==> src/rtl/alu_muldiv_if.sv <==
// Request/response bundle between the execute stage and the mul/div unit.
interface alu_muldiv_if #(
  parameter int WIDTH = 32
) ();
  logic             start;
  logic [2:0]       op;
  logic [WIDTH-1:0] src1;
  logic [WIDTH-1:0] src2;
  logic             abort;
  logic [WIDTH-1:0] result;
  logic             busy;
  logic             done;
  logic             div_by_zero;

  modport master (
    output start, op, src1, src2, abort,
    input  result, busy, done, div_by_zero
  );

  modport slave (
    input  start, op, src1, src2, abort,
    output result, busy, done, div_by_zero
  );
endinterface

==> src/rtl/alu_muldiv.sv <==
// Multi-cycle integer multiply/divide unit with a last-result cache.
// Multiply: magnitude product from four half-width partial products, sign applied at the end.
// Divide: restoring radix-2 on magnitudes, one quotient bit per edge, then a sign-fix edge.
// Cache holds {hi, lo} = {product high, product low} or {remainder, quotient}.
module alu_muldiv #(
  parameter int WIDTH    = 32,
  parameter int MUL_LAT  = 2,
  parameter int CACHE_EN = 1
) (
  input logic         CLK,
  input logic         RST,
  alu_muldiv_if.slave bus
);
  localparam int H    = WIDTH / 2;
  localparam int W2   = 2 * WIDTH;
  localparam int MAXC = (WIDTH > MUL_LAT) ? WIDTH : MUL_LAT;
  localparam int CW   = $clog2(MAXC + 1);

  // S_ONE: single-edge completion (cache hit or divide by zero); busy stays low.
  typedef enum logic [2:0] {S_IDLE, S_ONE, S_MUL, S_DIV, S_FIX} state_t;
  state_t state_q, state_d;

  logic                        busy, accept, hit, dz, fin, is_div, sgn;
  logic [1:0]                  cls;
  logic [WIDTH-1:0]            abs1, abs2, fin_hi, fin_lo;
  logic [2:0]                  op_q;
  logic [WIDTH-1:0]            a_q, b_q, ma_q, mb_q, rem_q, quo_q;
  logic                        neg_q, rneg_q, one_dz_q;
  logic [CW-1:0]               cnt_q;
  logic [3:0][WIDTH-1:0]       pp_q, pp_d, pp_s;
  logic [W2-1:0]               sum_q, sum_d, mag, prod;
  logic [WIDTH:0]              div_sh, div_df;
  logic                        cv_q;
  logic [1:0]                  ccls_q;
  logic [WIDTH-1:0]            ca_q, cb_q, chi_q, clo_q;
  logic [WIDTH-1:0]            result_q;
  logic                        done_q, dzo_q;

  assign busy            = (state_q == S_MUL) || (state_q == S_DIV) || (state_q == S_FIX);
  assign bus.busy        = busy;
  assign bus.result      = result_q;
  assign bus.done        = done_q;
  assign bus.div_by_zero = dzo_q;

  // Request decode: op class, operand magnitudes, cache lookup, accept.
  always_comb begin
    is_div = bus.op[2];
    sgn    = ~bus.op[1];
    cls    = bus.op[2:1];
    abs1   = (sgn && bus.src1[WIDTH-1]) ? -bus.src1 : bus.src1;
    abs2   = (sgn && bus.src2[WIDTH-1]) ? -bus.src2 : bus.src2;
    hit    = (CACHE_EN != 0) && cv_q && (bus.src1 == ca_q) && (bus.src2 == cb_q) &&
             (cls == ccls_q);
    dz     = is_div && (bus.src2 == '0);
    accept = bus.start && !busy && !bus.abort;
  end

  // Multiplier: partial products, adder (registered when MUL_LAT >= 3), sign.
  always_comb begin
    pp_d[0] = WIDTH'(ma_q[H-1:0])     * WIDTH'(mb_q[H-1:0]);
    pp_d[1] = WIDTH'(ma_q[H-1:0])     * WIDTH'(mb_q[WIDTH-1:H]);
    pp_d[2] = WIDTH'(ma_q[WIDTH-1:H]) * WIDTH'(mb_q[H-1:0]);
    pp_d[3] = WIDTH'(ma_q[WIDTH-1:H]) * WIDTH'(mb_q[WIDTH-1:H]);
    pp_s    = (MUL_LAT == 1) ? pp_d : pp_q;
    sum_d   = W2'(pp_s[0]) + (W2'(pp_s[1]) << H) + (W2'(pp_s[2]) << H) +
              {pp_s[3], {WIDTH{1'b0}}};
    mag     = (MUL_LAT >= 3) ? sum_q : sum_d;
    prod    = neg_q ? -mag : mag;
    div_sh  = {rem_q, quo_q[WIDTH-1]};
    div_df  = div_sh - {1'b0, mb_q};
  end

  // Completion values for whichever path finishes this edge.
  always_comb begin
    fin_hi = rem_q;
    fin_lo = quo_q;
    case (state_q)
      S_MUL: begin
        fin_hi = prod[W2-1:WIDTH];
        fin_lo = prod[WIDTH-1:0];
      end
      S_FIX: begin
        fin_hi = rneg_q ? -rem_q : rem_q;
        fin_lo = neg_q  ? -quo_q : quo_q;
      end
      default: ;
    endcase
  end

  // Next state; abort wins over completion.
  always_comb begin
    state_d = state_q;
    fin     = 1'b0;
    unique case (state_q)
      S_IDLE, S_ONE: begin
        fin     = (state_q == S_ONE) && !bus.abort;
        state_d = S_IDLE;
        if (accept) state_d = (hit || dz) ? S_ONE : (is_div ? S_DIV : S_MUL);
      end
      S_MUL: begin
        if (bus.abort) state_d = S_IDLE;
        else if (cnt_q == CW'(MUL_LAT)) begin
          fin     = 1'b1;
          state_d = S_IDLE;
        end
      end
      S_DIV: begin
        if (bus.abort) state_d = S_IDLE;
        else if (cnt_q == CW'(WIDTH)) state_d = S_FIX;
      end
      S_FIX: begin
        fin     = !bus.abort;
        state_d = S_IDLE;
      end
      default: state_d = S_IDLE;
    endcase
  end

  // State register.
  always_ff @(posedge CLK) begin
    if (RST) state_q <= S_IDLE;
    else     state_q <= state_d;
  end

  // Datapath, cache and outputs.
  always_ff @(posedge CLK) begin
    if (RST) begin
      op_q <= '0; a_q <= '0; b_q <= '0; ma_q <= '0; mb_q <= '0;
      rem_q <= '0; quo_q <= '0; neg_q <= 1'b0; rneg_q <= 1'b0; one_dz_q <= 1'b0;
      cnt_q <= '0; pp_q <= '0; sum_q <= '0;
      cv_q <= 1'b0; ccls_q <= '0; ca_q <= '0; cb_q <= '0; chi_q <= '0; clo_q <= '0;
      result_q <= '0; done_q <= 1'b0; dzo_q <= 1'b0;
    end else begin
      done_q <= fin;
      dzo_q  <= fin && (state_q == S_ONE) && one_dz_q;
      if (fin) begin
        result_q <= op_q[0] ? fin_hi : fin_lo;
        cv_q     <= (CACHE_EN != 0);
        ca_q     <= a_q;
        cb_q     <= b_q;
        ccls_q   <= op_q[2:1];
        chi_q    <= fin_hi;
        clo_q    <= fin_lo;
      end
      if (state_q == S_MUL) begin
        pp_q  <= pp_d;
        sum_q <= sum_d;
      end
      if (state_q == S_DIV) begin
        rem_q <= div_df[WIDTH] ? div_sh[WIDTH-1:0] : div_df[WIDTH-1:0];
        quo_q <= {quo_q[WIDTH-2:0], ~div_df[WIDTH]};
      end
      if (state_q == S_MUL || state_q == S_DIV) cnt_q <= cnt_q + CW'(1);
      if (accept) begin
        op_q     <= bus.op;
        a_q      <= bus.src1;
        b_q      <= bus.src2;
        ma_q     <= abs1;
        mb_q     <= abs2;
        neg_q    <= sgn && (bus.src1[WIDTH-1] ^ bus.src2[WIDTH-1]);
        rneg_q   <= sgn && bus.src1[WIDTH-1];
        one_dz_q <= dz;
        cnt_q    <= CW'(1);
        if (hit) begin
          rem_q <= chi_q;
          quo_q <= clo_q;
        end else if (dz) begin
          rem_q <= bus.src1;
          quo_q <= '1;
        end else begin
          rem_q <= '0;
          quo_q <= abs1;
        end
      end
    end
  end
endmodule

==> src/flat_wrapper.sv <==
// flat-port wrapper written by rule: the top's interface ports become plain ports
module alu_muldiv_flat 
#(
  parameter int WIDTH    = 32,
  parameter int MUL_LAT  = 2,
  parameter int CACHE_EN = 1
)
  (CLK, RST, bus_start, bus_op, bus_src1, bus_src2, bus_abort, bus_result, bus_busy, bus_done, bus_div_by_zero);
  alu_muldiv_if #(.WIDTH(WIDTH)) bus_i ();
  input logic CLK;
  input logic RST;
  input wire logic [$bits(bus_i.start)-1:0] bus_start;
  input wire logic [$bits(bus_i.op)-1:0] bus_op;
  input wire logic [$bits(bus_i.src1)-1:0] bus_src1;
  input wire logic [$bits(bus_i.src2)-1:0] bus_src2;
  input wire logic [$bits(bus_i.abort)-1:0] bus_abort;
  output wire logic [$bits(bus_i.result)-1:0] bus_result;
  output wire logic [$bits(bus_i.busy)-1:0] bus_busy;
  output wire logic [$bits(bus_i.done)-1:0] bus_done;
  output wire logic [$bits(bus_i.div_by_zero)-1:0] bus_div_by_zero;
  assign bus_i.start = bus_start;
  assign bus_i.op = bus_op;
  assign bus_i.src1 = bus_src1;
  assign bus_i.src2 = bus_src2;
  assign bus_i.abort = bus_abort;
  assign bus_result = bus_i.result;
  assign bus_busy = bus_i.busy;
  assign bus_done = bus_i.done;
  assign bus_div_by_zero = bus_i.div_by_zero;
  alu_muldiv #(.WIDTH(WIDTH), .MUL_LAT(MUL_LAT), .CACHE_EN(CACHE_EN)) u_core (.CLK(CLK), .RST(RST), .bus(bus_i));
endmodule
==> config.mk <==
export PLATFORM = sky130hd
export DESIGN_NAME = alu_muldiv_flat
export DESIGN_NICKNAME = d
export VERILOG_FILES = /design/src/rtl/alu_muldiv_if.sv /design/src/rtl/alu_muldiv.sv /design/src/flat_wrapper.sv
export SDC_FILE = /design/constraint.sdc
export NUM_CORES = 2
export LEC_CHECK = 0
export BUFFER_PORTS_ARGS = -buffer_cell sky130_fd_sc_hd__buf_2
export CORE_ASPECT_RATIO = 1.75
export CORE_UTILIZATION = 40
export CTS_CLUSTER_SIZE = 16
export DETAILED_ROUTE_END_ITERATION = 12
export PLACE_DENSITY = 0.58
export SLEW_MARGIN = 20
export SYNTH_ARGS = -nofsm -noshare
export SYNTH_HDL_FRONTEND = slang
export SYNTH_SLANG_ARGS = --single-unit
==> constraint.sdc <==
create_clock -name CLK -period 15.7 [get_ports CLK]
set_clock_uncertainty 0.1 [all_clocks]
set_input_delay 1.57 -clock CLK [delete_from_list [all_inputs] [get_ports CLK]]
set_output_delay 1.57 -clock CLK [all_outputs]
set_load 0.03 [all_outputs]
==> key figures <==
Outcome
  – Outcome: finished, final reports clean

Clock network
  – Setup Fix Bufs, Post-CTS: 0
  – CTS tree: done
  – Clock Latency Late Sink: approximately 700 ps
  – TritonCTS Buffers: 51
  – H-tree depth: 2
  – Clk slew on worst S/H paths: ~70 ps
  – CTS root buffer: clkbuf_16
  – Hold-fix buffers, CTS: 0
  – Clock sink count: 498
  – Post-CTS resize count: 0
  – Clk buf depth: 3

Power
  – Switching share of total power: roughly 41%
  – Share of power burned in registers: between 30% and 40%
  – Clock Power Share: approximately 31%
  – Pwr dens: roughly 64 nW/um^2
  – P_sw: about 1.8 mW
  – Tot Pwr: roughly 4.3 mW
  – LEAKAGE: 29.8 nW
  – Int Pwr: 2.53 mW
  – Peak supply drop: 87.4 uV
  – Comb power frac: between 30% and 40%

Floorplan
  – Die width: about 300 microns
  – Core Area: 158,000 sq um
  – Row count: 193
  – Die H: about 530 microns
  – IO Count: 106
  – Starting density of the core: a little over 40%
  – Die ar.: between 150,000 and 200,000 sq um

Setup path
  – Critical Path RT: 16,160 ps
  – CP startpoint kind: flop
  – WP buf/inv: 2
  – Crit path DAT: a little under 9000 ps
  – CP top delay family: compound AO/OA/AOI/OAI gates
  – CP max FO: 9
  – Worst Setup End Kind: flop
  – Delay of the slowest critical-path stage: 510 ps
  – Cell mode on critical path: o21ai_0
  – Critical path's slowest cell: nor4_2
  – Reg-to-Reg Start: u_core.pp_q[16]
  – Crit Path Class: reg -> reg
  – Start point of the critical path: u_core.pp_q[16]

Worst hold path
  – Hold crit path type: reg -> reg
  – Hold path start: u_core.a_q[16]

Route
  – Antenna viol nets, final: 0
  – Post-Route WL: 248,000 microns
  – Met1 WL: around 82,000 microns
  – DR vias: approximately 56,000
  – Met3 WL post-DR: roughly 10,000 microns
  – Vias/cell: ~5.7
  – TritonRoute pass-1 iters: 7
  – DR WL met2: between 100,000 and 150,000 microns
  – Avg WL per Cell: around 25 microns
  – Top Layer Used: met5
  – Drt drc: 0
  – DR iter-0 viols: approximately 3,500

Timing
  – Fin crit share: 53.1%
  – Setup TNS: 0 ps
  – Final Hold Fails: 0
  – RSZ-0062 raised after global routing: false
  – Final Slew Violations: 0
  – Fmax: ~0.12 GHz
  – Fin worst setup slack: about 7400 ps
  – Setup violators final: 0
  – Max transition margin: 8.75%
  – Minimum clock period after layout: 8340 ps
  – Worst-Margin Slew: about 1400 ps
  – Hold WS: between 300 and 400 ps

Finish
  – Nets: between 9,000 and 10,000
  – Final cell count without fillers: roughly 9,900
  – Layout overhead on the synthesized area: 6.06%
  – Fraction of layout cells with a size suffix above 1: under 10%
  – Fillers: 16,100
  – Fin util: roughly 43%
  – Fin area: ~68,000 sq um

Synthesis
  – Post-synth top cells: nand2_1, inv_1, fa_1
  – Top-area cell type share of the netlist area: 24.9%
  – Most common cell in the netlist: nand2_1
  – Post-synth cell types: 97
  – Post-Syn Area: roughly 64,000 sq um
  – Synthesis Warnings: 0
  – Number of synthesized flops with an enable pin: 0
  – Synth area leaders: fa_1, dfxtp_1, ha_1
  – Share of synthesized registers carrying an async set or reset: 0%
  – Synth Instances: around 8,000
  – Sequential fraction of the synthesis area: between 10% and 20%
  – Syn_area_per_cell: roughly 8 sq um
  – Cell taking the most area after synthesis: fa_1
  – Syn_nets: between 9,000 and 10,000
  – Primary FF master, synth: dfxtp_1
  – FF+latch count, synth: ~500

Placed design
  – Placed inst area: around 66,000 sq um
  – Setup WS pre-CTS: ~7300 ps
  – Global placer's final weighted congestion: between 0.9 and 1
  – DPL Wire Length: between 150,000 and 200,000 microns
  – Cells after DPL: 9,767
  – Number of port buffers: about 110

Global route
  – Largest net degree at the start of global routing: roughly 160
  – Antenna violations before repair: 9
  – First-pass GRT wire length: between 300,000 and 400,000 microns
  – All-Layer GR Usage: a little under a third
  – GRT overflow: 0
  – Vias in the first global route: between 50,000 and 60,000

Flow run
  – # Max-Cap Violations: 0
## cells in the final DEF, fill, tap and decap left out, types with 47 or more instances in the layout
cell type and count:
fa_1 795, a21oi_1 512, nand2_1 1365, o21ai_0 186, mux2i_1 61, dfxtp_1 497
nand3_1 114, nor4_1 48, inv_1 1066, nand2b_1 47, o31ai_1 55, clkbuf_16 51
buf_4 107, xnor2_1 211, a21o_1 77, ha_1 522, nor3_1 145, xor2_1 144
nor2_1 418, and2_1 433, a211oi_1 159, buf_2 104, o211ai_1 61
## final cells by class
type                       instances  area (sq um)  area share, %
antenna                            7          17.5         0.0258
clock buffer                      65          1420           2.09
clock inverter                    28           280          0.413
inverter                        1067          4010           5.90
multi-input combinational       5940         48200           71.0
sequential                       498          9970           14.7
tap                             2047          2560           3.77
timing repair buffer             215          1400           2.06
## path summary, 6_finish.rpt
kind              slack [ps]                     to  cells after the start
setup / recovery        7360  u_core.bus.result[31]                     30
hold / removal           330        u_core.ca_q[16]                      2
setup reg to reg        7360  u_core.bus.result[31]                     30
hold reg to reg          330        u_core.ca_q[16]                      2
## per-layer routing
| metal | GRT usage (%) | up-vias |
|---|---|---|
| met2 | 56.1 | 1838 |
| li1 | - | 25400 |
| met3 | 3.06 | 762 |
| met5 | 0 | - |
| met1 | 30.2 | 28000 |
| met4 | 28.7 | 2 |
## registers in the layout, summed over array words and instances, names as in the netlist, 3 cells and up
signal	flops
u_core.ma_q	32
u_core.cb_q	32
u_core.cnt_q	6
u_core.b_q	31
u_core.bus.result	32
u_core.op_q	3
u_core.pp_q	128
u_core.state_q	3
u_core.chi_q	32
u_core.rem_q	32
u_core.mb_q	32
u_core.ca_q	32
u_core.a_q	31
u_core.clo_q	32
u_core.quo_q	32
## worst min-delay path: stages, from the launching register on
cell and delay, ps:
dfxtp_1 310, nand2_1 50, a21oi_1 50
## cell families (layout without fill, tap and decap cells)
logic type                 count (synthesis)  after routing  share of synthesized area, %
AOI/OAI and AO/OA                       1370           1370                          13.8
DFF                                      498            498                          15.6
xor gates and xnor gates                 357            357                          4.89
buffers and inverters                   1562           1375                          9.21
adders and majority gates               1317           1317                          35.1
other                                      0              7                             0
and+or+nand+nor                         2828           2828                          20.4
muxes                                     68             68                          1.08
## power groups by stage
stage	clock, mW	combinational (mW)	sequential (mW)
4_1_cts	1.34	1.62	1.38
5_1_grt	1.37	1.77	1.38
6_report	1.32	1.63	1.38
3_5_place_dp	0	1.61	1.40
2_1_floorplan	0	1.04	1.38
3_3_place_gp	0	1.60	1.40
Note: power is estimated with default switching activity, not from simulation.
